<file path="config.mk">
export PLATFORM = sky130hd
export DESIGN_NAME = seq_detect_fsm_flat
export DESIGN_NICKNAME = d
export VERILOG_FILES = /design/src/rtl/seq_detect_fsm_if.sv /design/src/rtl/seq_detect_fsm.sv /design/src/flat_wrapper.sv
export SDC_FILE = /design/constraint.sdc
export NUM_CORES = 1
export LEC_CHECK = 0
export ABC_AREA = 1
export ABC_CLOCK_PERIOD_IN_PS = 1500
export BUFFER_PORTS_ARGS = -buffer_cell sky130_fd_sc_hd__buf_2
export CORE_MARGIN = 2
export CORE_UTILIZATION = 35
export CTS_BUF_LIST = sky130_fd_sc_hd__clkbuf_2 sky130_fd_sc_hd__clkbuf_4 sky130_fd_sc_hd__clkbuf_8
export DETAILED_ROUTE_END_ITERATION = 6
export PLACE_DENSITY = 0.56
export SYNTH_ARGS = -nofsm -noshare
export SYNTH_HDL_FRONTEND = slang
export SYNTH_SLANG_ARGS = --single-unit
</file>
<file path="constraint.sdc">
create_clock -name clock -period 1.5 [get_ports clock]
set_clock_uncertainty 0.05 [all_clocks]
set_input_delay 0.15 -clock clock [delete_from_list [all_inputs] [get_ports clock]]
set_output_delay 0.15 -clock clock [all_outputs]
set_load 0.02 [all_outputs]
</file>
<file path="src/rtl/seq_detect_fsm_if.sv">
// Serial-bit detector bus: input stream with qualifier, count clear, and the
// detector's match flags, count and debug state.
interface seq_detect_fsm_if #(
   parameter int CNT_W   = 8,
   parameter int STATE_W = 3
);
   logic               clear;
   logic               x_valid;
   logic               x;
   logic               y_mealy;
   logic               y_moore;
   logic [CNT_W-1:0]   match_count;
   logic [STATE_W-1:0] state_o;

   modport master (
      output clear, x_valid, x,
      input  y_mealy, y_moore, match_count, state_o
   );

   modport slave (
      input  clear, x_valid, x,
      output y_mealy, y_moore, match_count, state_o
   );
endinterface

</file>
<file path="src/rtl/seq_detect_fsm.sv">
// Programmable serial sequence detector (MSB-first pattern) with Mealy pulse,
// Moore flag and saturating match counter; transitions come from a KMP table.
module seq_detect_fsm #(
   parameter int          PAT_LEN = 4,
   parameter logic [15:0] PATTERN = 16'b1011,
   parameter bit          OVERLAP = 1'b1,
   parameter int          CNT_W   = 8,
   localparam int         SW      = $clog2(PAT_LEN + 1)
) (
   input  logic           clock,
   input  logic           reset,
   seq_detect_fsm_if.slave bus
);

   if (PAT_LEN < 2 || PAT_LEN > 16) begin : g_bad_len
      $fatal(1, "seq_detect_fsm: PAT_LEN must be in 2..16");
   end
   if ((PATTERN >> PAT_LEN) != 16'd0) begin : g_bad_pattern
      $fatal(1, "seq_detect_fsm: PATTERN has bits set above PAT_LEN");
   end

   typedef enum logic [SW-1:0] {
      S_IDLE = SW'(0),
      S_FULL = SW'(PAT_LEN)
   } state_t;

   // Pattern bit k in arrival order (k = 0 is received first).
   function automatic bit pat_bit(input int k);
      return PATTERN[PAT_LEN-1-k];
   endfunction

   // Longest proper border of the first len pattern bits.
   function automatic int border(input int len);
      int best;
      bit ok;
      best = 0;
      for (int j = 1; j < len; j++) begin
         ok = 1'b1;
         for (int i = 0; i < j; i++) begin
            if (pat_bit(i) != pat_bit(len - j + i)) ok = 1'b0;
         end
         if (ok) best = j;
      end
      return best;
   endfunction

   // KMP transition: follow the border chain until bit b extends a prefix.
   function automatic int advance(input int k, input bit b);
      int  cur;
      int  res;
      bit  done;
      cur  = k;
      res  = 0;
      done = 1'b0;
      for (int it = 0; it <= PAT_LEN + 1; it++) begin
         if (!done) begin
            if (cur < PAT_LEN && pat_bit(cur) == b) begin
               res  = cur + 1;
               done = 1'b1;
            end else if (cur == 0) begin
               res  = 0;
               done = 1'b1;
            end else begin
               cur = border(cur);
            end
         end
      end
      return res;
   endfunction

   logic [SW-1:0] nxt_zero [PAT_LEN+1];
   logic [SW-1:0] nxt_one  [PAT_LEN+1];

   // Without overlap a completed match restarts the search as if from S0.
   for (genvar gi = 0; gi <= PAT_LEN; gi++) begin : g_tbl
      localparam int FROM = (gi == PAT_LEN && !OVERLAP) ? 0 : gi;
      assign nxt_zero[gi] = SW'(advance(FROM, 1'b0));
      assign nxt_one[gi]  = SW'(advance(FROM, 1'b1));
   end

   state_t           state_reg;
   state_t           state_next;
   logic [CNT_W-1:0] count_reg;
   logic             match;

   localparam logic [CNT_W-1:0] CNT_MAX = '1;

   always_ff @(posedge clock) begin
      if (reset) state_reg <= S_IDLE;
      else       state_reg <= state_next;
   end

   // Match is taken from the next state so self-overlapping patterns
   // (e.g. all-ones) still pulse when re-completing from S_FULL.
   always_comb begin
      state_next = state_reg;
      match      = 1'b0;
      if (bus.x_valid) begin
         state_next = state_t'(bus.x ? nxt_one[state_reg] : nxt_zero[state_reg]);
         match      = (state_next == S_FULL) && !reset;
      end
   end

   always_ff @(posedge clock) begin
      if (reset)                              count_reg <= '0;
      else if (bus.clear)                     count_reg <= '0;
      else if (match && count_reg != CNT_MAX) count_reg <= count_reg + CNT_W'(1);
   end

   assign bus.y_mealy     = match;
   assign bus.y_moore     = (state_reg == S_FULL);
   assign bus.match_count = count_reg;
   assign bus.state_o     = state_reg;

endmodule

</file>
<file path="src/flat_wrapper.sv">
// flat-port wrapper written by rule: the top's interface ports become plain ports
module seq_detect_fsm_flat 
#(
   parameter int          PAT_LEN = 4,
   parameter logic [15:0] PATTERN = 16'b1011,
   parameter bit          OVERLAP = 1'b1,
   parameter int          CNT_W   = 8,
   localparam int         SW      = $clog2(PAT_LEN + 1)
)
  (clock, reset, bus_clear, bus_x_valid, bus_x, bus_y_mealy, bus_y_moore, bus_match_count, bus_state_o);
  seq_detect_fsm_if #(.CNT_W(CNT_W), .STATE_W(3)) bus_i ();
  input  logic clock;
  input  logic reset;
  input wire logic [$bits(bus_i.clear)-1:0] bus_clear;
  input wire logic [$bits(bus_i.x_valid)-1:0] bus_x_valid;
  input wire logic [$bits(bus_i.x)-1:0] bus_x;
  output wire logic [$bits(bus_i.y_mealy)-1:0] bus_y_mealy;
  output wire logic [$bits(bus_i.y_moore)-1:0] bus_y_moore;
  output wire logic [$bits(bus_i.match_count)-1:0] bus_match_count;
  output wire logic [$bits(bus_i.state_o)-1:0] bus_state_o;
  assign bus_i.clear = bus_clear;
  assign bus_i.x_valid = bus_x_valid;
  assign bus_i.x = bus_x;
  assign bus_y_mealy = bus_i.y_mealy;
  assign bus_y_moore = bus_i.y_moore;
  assign bus_match_count = bus_i.match_count;
  assign bus_state_o = bus_i.state_o;
  seq_detect_fsm #(.PAT_LEN(PAT_LEN), .PATTERN(PATTERN), .OVERLAP(OVERLAP), .CNT_W(CNT_W)) u_core (.clock(clock), .reset(reset), .bus(bus_i));
endmodule
</file>
==> results of run 1 <==
-- cells in the final DEF (no fill, tap or decap) --
cell,synthesis,routed
buf_2,0,17
nand3_4,2,2
inv_1,9,9
o21ai_0,3,3
or2_2,1,1
a21oi_1,6,6
xor2_1,2,2
nand2_2,2,2
nor2_4,1,1
nand3_1,7,7
clkbuf_4,0,4
dfxtp_1,11,11
nand2_4,1,1
nand2_1,20,20
inv_4,1,1
nor2_1,13,13
o211ai_1,1,1
nor2_8,1,1
nor3_1,1,1
o32ai_1,1,1
xnor2_1,1,1
ha_2,0,1
nand4_1,1,1
-- synth_stat cells --
master | number | area [um^2]
xor2_1 | 2 | 17.5
a21oi_1 | 6 | 30.0
nand2_1 | 20 | 75.1
nand3_1 | 7 | 35.0
nor2_1 | 13 | 48.8
nor3_1 | 1 | 5.00
nor2_4 | 1 | 11.3
dfxtp_1 | 11 | 220
nand3_4 | 2 | 35.0
ha_1 | 1 | 12.5
inv_1 | 9 | 33.8
nor2_8 | 1 | 20.0
or2_2 | 1 | 6.26
xnor2_1 | 1 | 8.76
nand2_4 | 1 | 11.3
o21ai_0 | 3 | 15.0
nand4_1 | 1 | 6.26
inv_4 | 1 | 6.26
nand2_2 | 2 | 12.5
o32ai_1 | 1 | 8.76
o211ai_1 | 1 | 7.51
-- state kept, by name, summed over array words and instances (netlist names) --
name / cells
u_core.bus.state_o: 3
u_core.bus.match_count: 8
-- what timing repair did --
| item | 4_1_cts | 5_1_grt |
|---|---|---|
| hold buffers | 0 | 0 |
| gates resized for setup | 0 | 1 |
| endpoints found under the setup margin | 0 | 5 |
-- power breakdown --
group          leakage, nW  total, mW  internal (mW)  switching (mW)
registers           0.0888      0.297          0.294         0.00325
logic                0.229     0.0304         0.0104          0.0201
clock network       0.0184      0.223          0.121           0.102
total                0.336      0.550          0.425           0.125
-- through the flow --
step / cells / hold WS (ns) / cell area (um^2)
after floorplan: 86 / 0.169 / 627
after global placement: 128 / 0.331 / 743
after detailed placement: 128 / 0.335 / 743
after CTS: 132 / 0.0475 / 773
after global routing: 132 / 0.0597 / 776
final: 132 / 0.0539 / 776
-- cell families after synthesis --
logic type	count (synthesis)	synth area share, %
and+or+nand+nor	50	42.5
AOI/OAI and AO/OA	11	9.78
DFF	11	35.1
buffers and inverters	10	6.39
xor gates and xnor gates	3	4.19
adders and majority gates	1	2.00
-- per-layer routing --
layer / share of wire [%] / wire (um) / up-vias
met5: 0 / 0 / -
met1: 48 / 615 / 282
met2: 45 / 583 / 21
met4: 2.6 / 33 / 0
li1: - / - / 322
met3: 4.8 / 62 / 4
-- worst max path at each step --
stage | startpoint | endpoint | depth (start not counted)
3_3_place_gp | u_core.bus.match_count[0]$_SDFFE_PP0P_ | u_core.bus.match_count[0]$_SDFFE_PP0P_ | 8
3_5_place_dp | u_core.bus.match_count[1]$_SDFFE_PP0P_ | u_core.bus.match_count[0]$_SDFFE_PP0P_ | 8
4_1_cts | u_core.bus.state_o[2]$_SDFFE_PP0P_ | bus_y_mealy | 4
6_report | u_core.bus.state_o[2]$_SDFFE_PP0P_ | bus_y_mealy | 4
5_1_grt | u_core.bus.match_count[0]$_SDFFE_PP0P_ | u_core.bus.match_count[4]$_SDFFE_PP0P_ | 8
2_1_floorplan | u_core.bus.match_count[1]$_SDFFE_PP0P_ | u_core.bus.match_count[1]$_SDFFE_PP0P_ | 8
-- final cells by class --
type	instances	share of cell area, %
inverters	10	5.16
repair buffers	17	11.0
well taps	25	4.03
clock buffers	4	3.87
multi-input cells	65	47.6
flip-flops and latches	11	28.4
==> out/qor.yml, run 1 <==
grt:
  grt_pass1_wl_mm: 2.08
  grt_pass1_vias: 497
  grt.met2_usage_pct: 21.1
  grt_max_degree: 8
  antenna_found_initial: 0
  grt-busiest-layer: "met2"
  grt-ovfl-total: 0
  grt_util_met3_pct: 3.53
  gr-usage-all-layers_pct: 13.8
  met1_usage_pct: 17.1
timing:
  fin_crit_ns: 1.39
  slew_viol_final: 0
  setup_viol: 0
  rsz0062_at_grt: "false"
  setup_slack_ns: 0.114
  relSlewSlack_pct: 84.0
  worstMarginPinSlew_ns: 0.240
  hold_viol: 0
  fin_tns_setup_ns: 0
  fmax_mhz: 721
  period_share_pct: 92.4
setup_path:
  r2r_slack_ns: 0.12
  cp_slowest_stage_delay_ns: 0.32
  r2r-start: "u_core.bus.match_count[1]$_SDFFE_PP0P_"
  critPathKind: "reg -> out"
  required_ns: 1.30
  path_delay_family: "flip-flops"
  cp_num_buf_inv: 2
  worstSetupEndpointType: "primary output"
  slowest_stage: "dfxtp_1"
  r2r_end: "u_core.bus.match_count[1]$_SDFFE_PP0P_"
  crit_chain: "inv_1 -> nand3_4 -> nor2_8 -> buf_2"
  startpoint_type: "register"
  crit_path_max_fanout: 6
  cp.arrival_ns: 1.19
  reg2regPathDepth: 8
power_and_ir_drop:
  vdd_ir_drop_max_uv: 479
  power.total_mw: 0.550
  power.density_nw_per_um2: 709
  p_leak_nw: 0.336
synthesis:
  syn-instance-count: 86
  avgSynthCellArea_um2: 7.29
  synth-seq-area-share_pct: 35.1
  yosys_warnings: 0
  synthDistinctLibCells: 21
  synth_seq_cells: 11
  syn_nets: 92
  syn-cell-area_um2: 627
placement:
  hpwl_mm: 1.01
  gp_congestion: 0.774
  place_ws_ns: 0.119
  io_buffers: 17
die:
  die_area_um2: 2150
  initial_core_util_pct: 36.7
  die_h_um: 46.3
  fp.dieW_um: 46.3
  num_io_pins: 18
  fp.coreArea_um2: 1710
  num_rows: 15
finish:
  multi_input_area_um2: 369
  fill_cells: 197
  fin_util_pct: 45.4
  drive_gt1_share_pct: 29.0
  area_growth_pct: 23.8
  regArea_um2: 220
  diodes: 0
  nNetsFinal: 114
cts:
  cts_max_level: 1
  path_clk_slew_ns: 0.07
  clkLatencyLatePin_ns: 0.27
  clock_sinks: 11
  root_buffer: "clkbuf_4"
  cts_tree: "done"
  cts_buffers: 3
  cts_setup_buffers: 0
  clockBufferDepth: 2
detailed_routing:
  viasPerCell: 4.77
  via_count: 629
  dr.pass1.iters: 4
  ant_nets: 0
  drt-initial-drc-count: 11
  wl_mm: 1.29
  drcViolationCount: 0
  detail_route.wl_per_cell_um: 9.80
hold_path:
  hold_path_depth: 2
  hold_end: "u_core.bus.state_o[1]$_SDFFE_PP0P_"
  min_from: "reset"
  hp-class: "in -> reg"
flow_run:
  maxCapViolCount: 0
outcome:
  run_status: "finished clean"
No activity file was read; power rests on OpenSTA's default activity.
==> inputs of run 2 (changes only) <==
- ABC_CLOCK_PERIOD_IN_PS: 1500 -> 1680
- clock period: 1.5 -> 1.68 ns (I/O delays scaled with it)
==> out/qor.yml, run 2 (synthesis gave the netlist of run 1 again) <==
outcome:
  run_status: "finished clean"
setup_path:
  startpoint_type: "register"
  required_ns: 1.46  # +0.16 ns
  critPathKind: "reg -> out"
  cp.arrival_ns: 1.19  # about the same
  crit_path_max_fanout: 6  # unchanged
  worstSetupEndpointType: "primary output"
flow_run:
  maxCapViolCount: 0  # unchanged
grt:
  grt_max_degree: 8  # unchanged
  grt_pass1_vias: 497  # unchanged
  grt_pass1_wl_mm: 2.08  # unchanged
  antenna_found_initial: 0  # unchanged
  grt-ovfl-total: 0  # unchanged
  gr-usage-all-layers_pct: 13.8  # unchanged
die:
  fp.dieW_um: 46.3  # unchanged
  die_area_um2: 2150  # unchanged
  fp.coreArea_um2: 1710  # unchanged
  die_h_um: 46.3  # unchanged
  initial_core_util_pct: 36.7  # unchanged
  num_rows: 15  # unchanged
  num_io_pins: 18  # unchanged
placement:
  hpwl_mm: 1.01  # unchanged
  gp_congestion: 0.774  # unchanged
  dpl_cell_area_um2: 743  # unchanged
  place_ws_ns: 0.299  # +0.180 ns
  io_buffers: 17  # unchanged
detailed_routing:
  drt-initial-drc-count: 9  # -2
  dr.pass1.iters: 4  # unchanged
  drcViolationCount: 0  # unchanged
  detail_route.wl_per_cell_um: 9.77  # -0.39%
  ant_nets: 0  # unchanged
  viasPerCell: 4.65  # -2.4%
  wl_mm: 1.29  # -0.39%
  via_count: 614  # -2.4%
power_and_ir_drop:
  power.total_mw: 0.493  # -10%
  power.density_nw_per_um2: 637  # -10%
  p_leak_nw: 0.339  # +0.94%
  vdd_ir_drop_max_uv: 427  # -11%
timing:
  relSlewSlack_pct: 83.9  # -0.10 points
  fin_crit_ns: 1.41
  fin_tns_setup_ns: 0  # unchanged
  slew_viol_final: 0  # unchanged
  period_share_pct: 83.7
  setup_viol: 0  # unchanged
  worstMarginPinSlew_ns: 0.242  # +0.00149 ns
  setup_slack_ns: 0.274  # +0.160 ns
  hold_viol: 0  # unchanged
  rsz0062_at_grt: "false"
  fmax_mhz: 711
finish:
  regArea_um2: 220  # unchanged
  nNetsFinal: 114  # unchanged
  fin_util_pct: 45.3  # -0.15 points
  final_cell_area_um2: 773  # -0.32%
  most-common-layout-cells: "nand2_1, buf_2, nor2_1"
  largest_reg_flops: 8  # unchanged
  multi_input_area_um2: 367  # -0.68%
  layout_commonest_cell: "nand2_1"
  drive_gt1_share_pct: 28.0  # -0.93 points
  area_growth_pct: 23.4
  fill_cells: 199  # +1.0%
  diodes: 0  # unchanged
cts:
  clock_sinks: 11  # unchanged
  clkLatencyLatePin_ns: 0.27  # about the same
  cts_hold_buf: 0  # unchanged
  cts_tree: "done"
  cts_setup_buffers: 0  # unchanged
  cts_buffers: 3  # unchanged
  path_clk_slew_ns: 0.07  # about the same
  cts_max_level: 1  # unchanged
  cts_resized: 0  # unchanged
  root_buffer: "clkbuf_4"
  clockBufferDepth: 2  # unchanged
hold_path:
  hp-class: "in -> reg"
[run 2: cell counts in the layout (fill, tap and decap cells not counted)]
Identical to the previous run, type by type.
[run 2: metrics by stage]
step	cells	hold slack, ns
2_1_floorplan	86	0.187
3_3_place_gp	128	0.349
3_5_place_dp	128	0.353
4_1_cts	132	0.0655
5_1_grt	132	0.0777
6_report	132	0.0699
[run 2: critical path, cell delays in order, from the launching register on]
cell	delay (ns)
dfxtp_1	0.43
nand3_4	0.14
nor2_8	0.17
buf_2	0.18
[run 2: routing by layer]
layer	global-route usage (%)	share of wire (%)	vias to the layer above
met3	3.53	3.6	4
met2	21.1	44	15
li1	-	-	321
met5	0	0	-
met4	8.57	2.5	0
met1	17.1	50	274
[run 2: power by group]
group          switching [mW]  leakage, nW  internal [mW]
logic                  0.0179        0.232        0.00925
registers             0.00290       0.0888          0.262
clock network          0.0921       0.0184          0.108
total                   0.113        0.339          0.380
[run 2: final cells by class]
type	instances	share of cell area (%)
Timing Repair Buffer	17	11.0
Tap cell	25	4.05
Sequential cell	11	28.5
Inverter	10	5.18
Multi-Input combinational cell	65	47.4
Clock buffer	4	3.88
[run 2: path summary, 6_finish.rpt]
kind | from | endpoint | depth (start not counted) | slack, ns
max | u_core.bus.state_o[0]$_SDFFE_PP0P_ | bus_y_mealy | 3 | 0.27
min | reset | u_core.bus.state_o[1]$_SDFFE_PP0P_ | 2 | 0.07
max reg2reg | u_core.bus.match_count[1]$_SDFFE_PP0P_ | u_core.bus.match_count[1]$_SDFFE_PP0P_ | 8 | 0.29
min reg2reg | u_core.bus.match_count[7]$_SDFFE_PP0P_ | u_core.bus.match_count[7]$_SDFFE_PP0P_ | 2 | 0.47
==> inputs of run 3 (changes only) <==
- ABC_CLOCK_PERIOD_IN_PS: 1680 -> 1380
- clock period: 1.68 -> 1.38 ns (I/O delays scaled with it)
==> out/qor.yml, run 3 (synthesis gave the netlist of run 1 again) <==
finish:
  layout_commonest_cell: "nand2_1"
  fill_cells: 181  # -9.0%
  diodes: 0  # unchanged
  drive_gt1_share_pct: 36.9  # +8.9 points
  area_growth_pct: 30.7
  largest_reg_flops: 8  # unchanged
  most-common-layout-cells: "nand2_1, buf_2, nor2_1"
  final_cell_area_um2: 820  # +6.0%
  nNetsFinal: 118  # +3.5%
detailed_routing:
  via_count: 616  # +0.33%
  drcViolationCount: 0  # unchanged
  ant_nets: 0  # unchanged
  wl_mm: 1.36  # +5.5%
  viasPerCell: 4.53  # -2.6%
  detail_route.wl_per_cell_um: 10.0  # +2.4%
  dr.pass1.iters: 4  # unchanged
  drt-initial-drc-count: 4  # -5
die:
  fp.dieW_um: 46.3  # unchanged
  die_area_um2: 2150  # unchanged
  fp.coreArea_um2: 1710  # unchanged
  initial_core_util_pct: 36.7  # unchanged
  num_rows: 15  # unchanged
  die_h_um: 46.3  # unchanged
  num_io_pins: 18  # unchanged
grt:
  antenna_found_initial: 0  # unchanged
  grt_pass1_wl_mm: 2.19  # +5.3%
  grt-ovfl-total: 0  # unchanged
  grt_max_degree: 8  # unchanged
  grt_pass1_vias: 481  # -3.2%
  gr-usage-all-layers_pct: 14.8  # +0.97 points
hold_path:
  hold_path_depth: 2  # unchanged
  hp-class: "in -> reg"
timing:
  period_share_pct: 94.7
  setup_viol: 0  # unchanged
  fin_crit_ns: 1.31
  worstMarginPinSlew_ns: 0.280  # +0.0382 ns
  slew_viol_final: 0  # unchanged
  fin_tns_setup_ns: 0  # unchanged
  rsz0062_at_grt: "false"
  fmax_mhz: 766
  relSlewSlack_pct: 81.3  # -2.6 points
  hold_viol: 0  # unchanged
  setup_slack_ns: 0.0737  # -0.200 ns
cts:
  cts_tree: "done"
  cts_setup_buffers: 0  # unchanged
  clock_sinks: 11  # unchanged
  cts_buffers: 3  # unchanged
  cts_max_level: 1  # unchanged
  root_buffer: "clkbuf_4"
  clockBufferDepth: 2  # unchanged
  path_clk_slew_ns: 0.07  # about the same
  clkLatencyLatePin_ns: 0.27  # about the same
power_and_ir_drop:
  p_comb_share_pct: 5.6  # about the same
  power.density_nw_per_um2: 733  # +15%
  p_leak_nw: 0.363  # +7.2%
  power_frac_seq_pct: 53.2  # -0.7 points
  switchingPower_mw: 0.142  # +26%
  vdd_ir_drop_max_uv: 365  # -15%
  switching_share_pct: 23.6  # +0.72 points
  pwr-share-clk_pct: 41.2  # +0.6 points
  internal_power_mw: 0.459  # +21%
setup_path:
  startpoint_type: "register"
  r2r_end: "u_core.bus.match_count[3]$_SDFFE_PP0P_"
  crit_end: "bus_y_mealy"
  r2r_slack_ns: 0.11  # -0.18 ns
  startpoint: "u_core.bus.state_o[2]$_SDFFE_PP0P_"
  required_ns: 1.19  # -0.27 ns
  worstSetupEndpointType: "primary output"
  reg2regPathDepth: 8  # unchanged
  cp.arrival_ns: 1.12  # -0.07 ns
  crit_path_max_fanout: 6  # unchanged
  critPathKind: "reg -> out"
  r2r-start: "u_core.bus.match_count[0]$_SDFFE_PP0P_"
placement:
  hpwl_mm: 1.05  # +3.0%
  dpl_cell_area_um2: 776  # +4.4%
  gp_congestion: 0.796  # +2.9%
  io_buffers: 17  # unchanged
  place_ws_ns: 0.0969  # -0.202 ns
flow_run:
  maxCapViolCount: 0  # unchanged
outcome:
  run_status: "finished clean"
## run 3: stage by stage
stage	total power, mW	util, %	hold slack [ns]	instances
after floorplan	0.347	-	0.157	86
after global placement	0.364	45.4	0.330	132
after detailed placement	0.364	45.4	0.331	132
after CTS	0.617	47.3	0.0353	136
after global routing	0.633	48.0	0.0448	136
final	0.601	48.0	0.0338	136
## run 3: how the worst min path moves through the flow
| stage | startpoint | to | slack [ns] |
|---|---|---|---|
| 2_1_floorplan | reset | u_core.bus.state_o[0]$_SDFFE_PP0P_ | 0.16 |
| 3_3_place_gp | reset | u_core.bus.state_o[1]$_SDFFE_PP0P_ | 0.33 |
| 3_5_place_dp | reset | u_core.bus.state_o[1]$_SDFFE_PP0P_ | 0.33 |
| 4_1_cts | reset | u_core.bus.state_o[1]$_SDFFE_PP0P_ | 0.04 |
| 5_1_grt | reset | u_core.bus.state_o[0]$_SDFFE_PP0P_ | 0.04 |
| 6_report | reset | u_core.bus.state_o[1]$_SDFFE_PP0P_ | 0.03 |
## run 3: cell type report
class                           instances  area [um^2]  area share (%)
Tap cell                               25         31.3            3.82
Sequential cell                        11          230            28.1
Timing Repair Buffer                   21          118            14.4
Multi-Input combinational cell         65          370            45.2
Inverter                               10         40.0            4.89
Clock buffer                            4         30.0            3.66
## run 3: power groups by stage
| stage | logic (mW) | clock network, mW | registers (mW) |
|---|---|---|---|
| 2_1_floorplan | 0.0141 | 0 | 0.333 |
| 3_3_place_gp | 0.0334 | 0 | 0.330 |
| 3_5_place_dp | 0.0333 | 0 | 0.330 |
| 4_1_cts | 0.0335 | 0.260 | 0.323 |
| 5_1_grt | 0.0377 | 0.275 | 0.320 |
| 6_report | 0.0336 | 0.248 | 0.320 |
## run 3: routing by layer
layer | track usage [%] | vias to the layer above | share of wire (%)
met4 | 8.57 | 0 | 2.1
li1 | - | 331 | -
met1 | 22.6 | 265 | 53
met2 | 17.2 | 16 | 40
met3 | 4.71 | 4 | 4.7
met5 | 0 | - | 0
## run 3: what timing repair did
action / CTS / global route
hold buffers: 0 / 0
resized for setup: 1 / 7
setup endpoints to repair: 1 / 6
pin swaps: 0 / 1
gates cloned: 0 / 0
## run 3: worst max-delay path: stages (launching register included)
cell and delay [ns]:
dfxtp_1 0.34, inv_2 0.09, nand3_4 0.10, nor2_8 0.16
buf_4 0.16
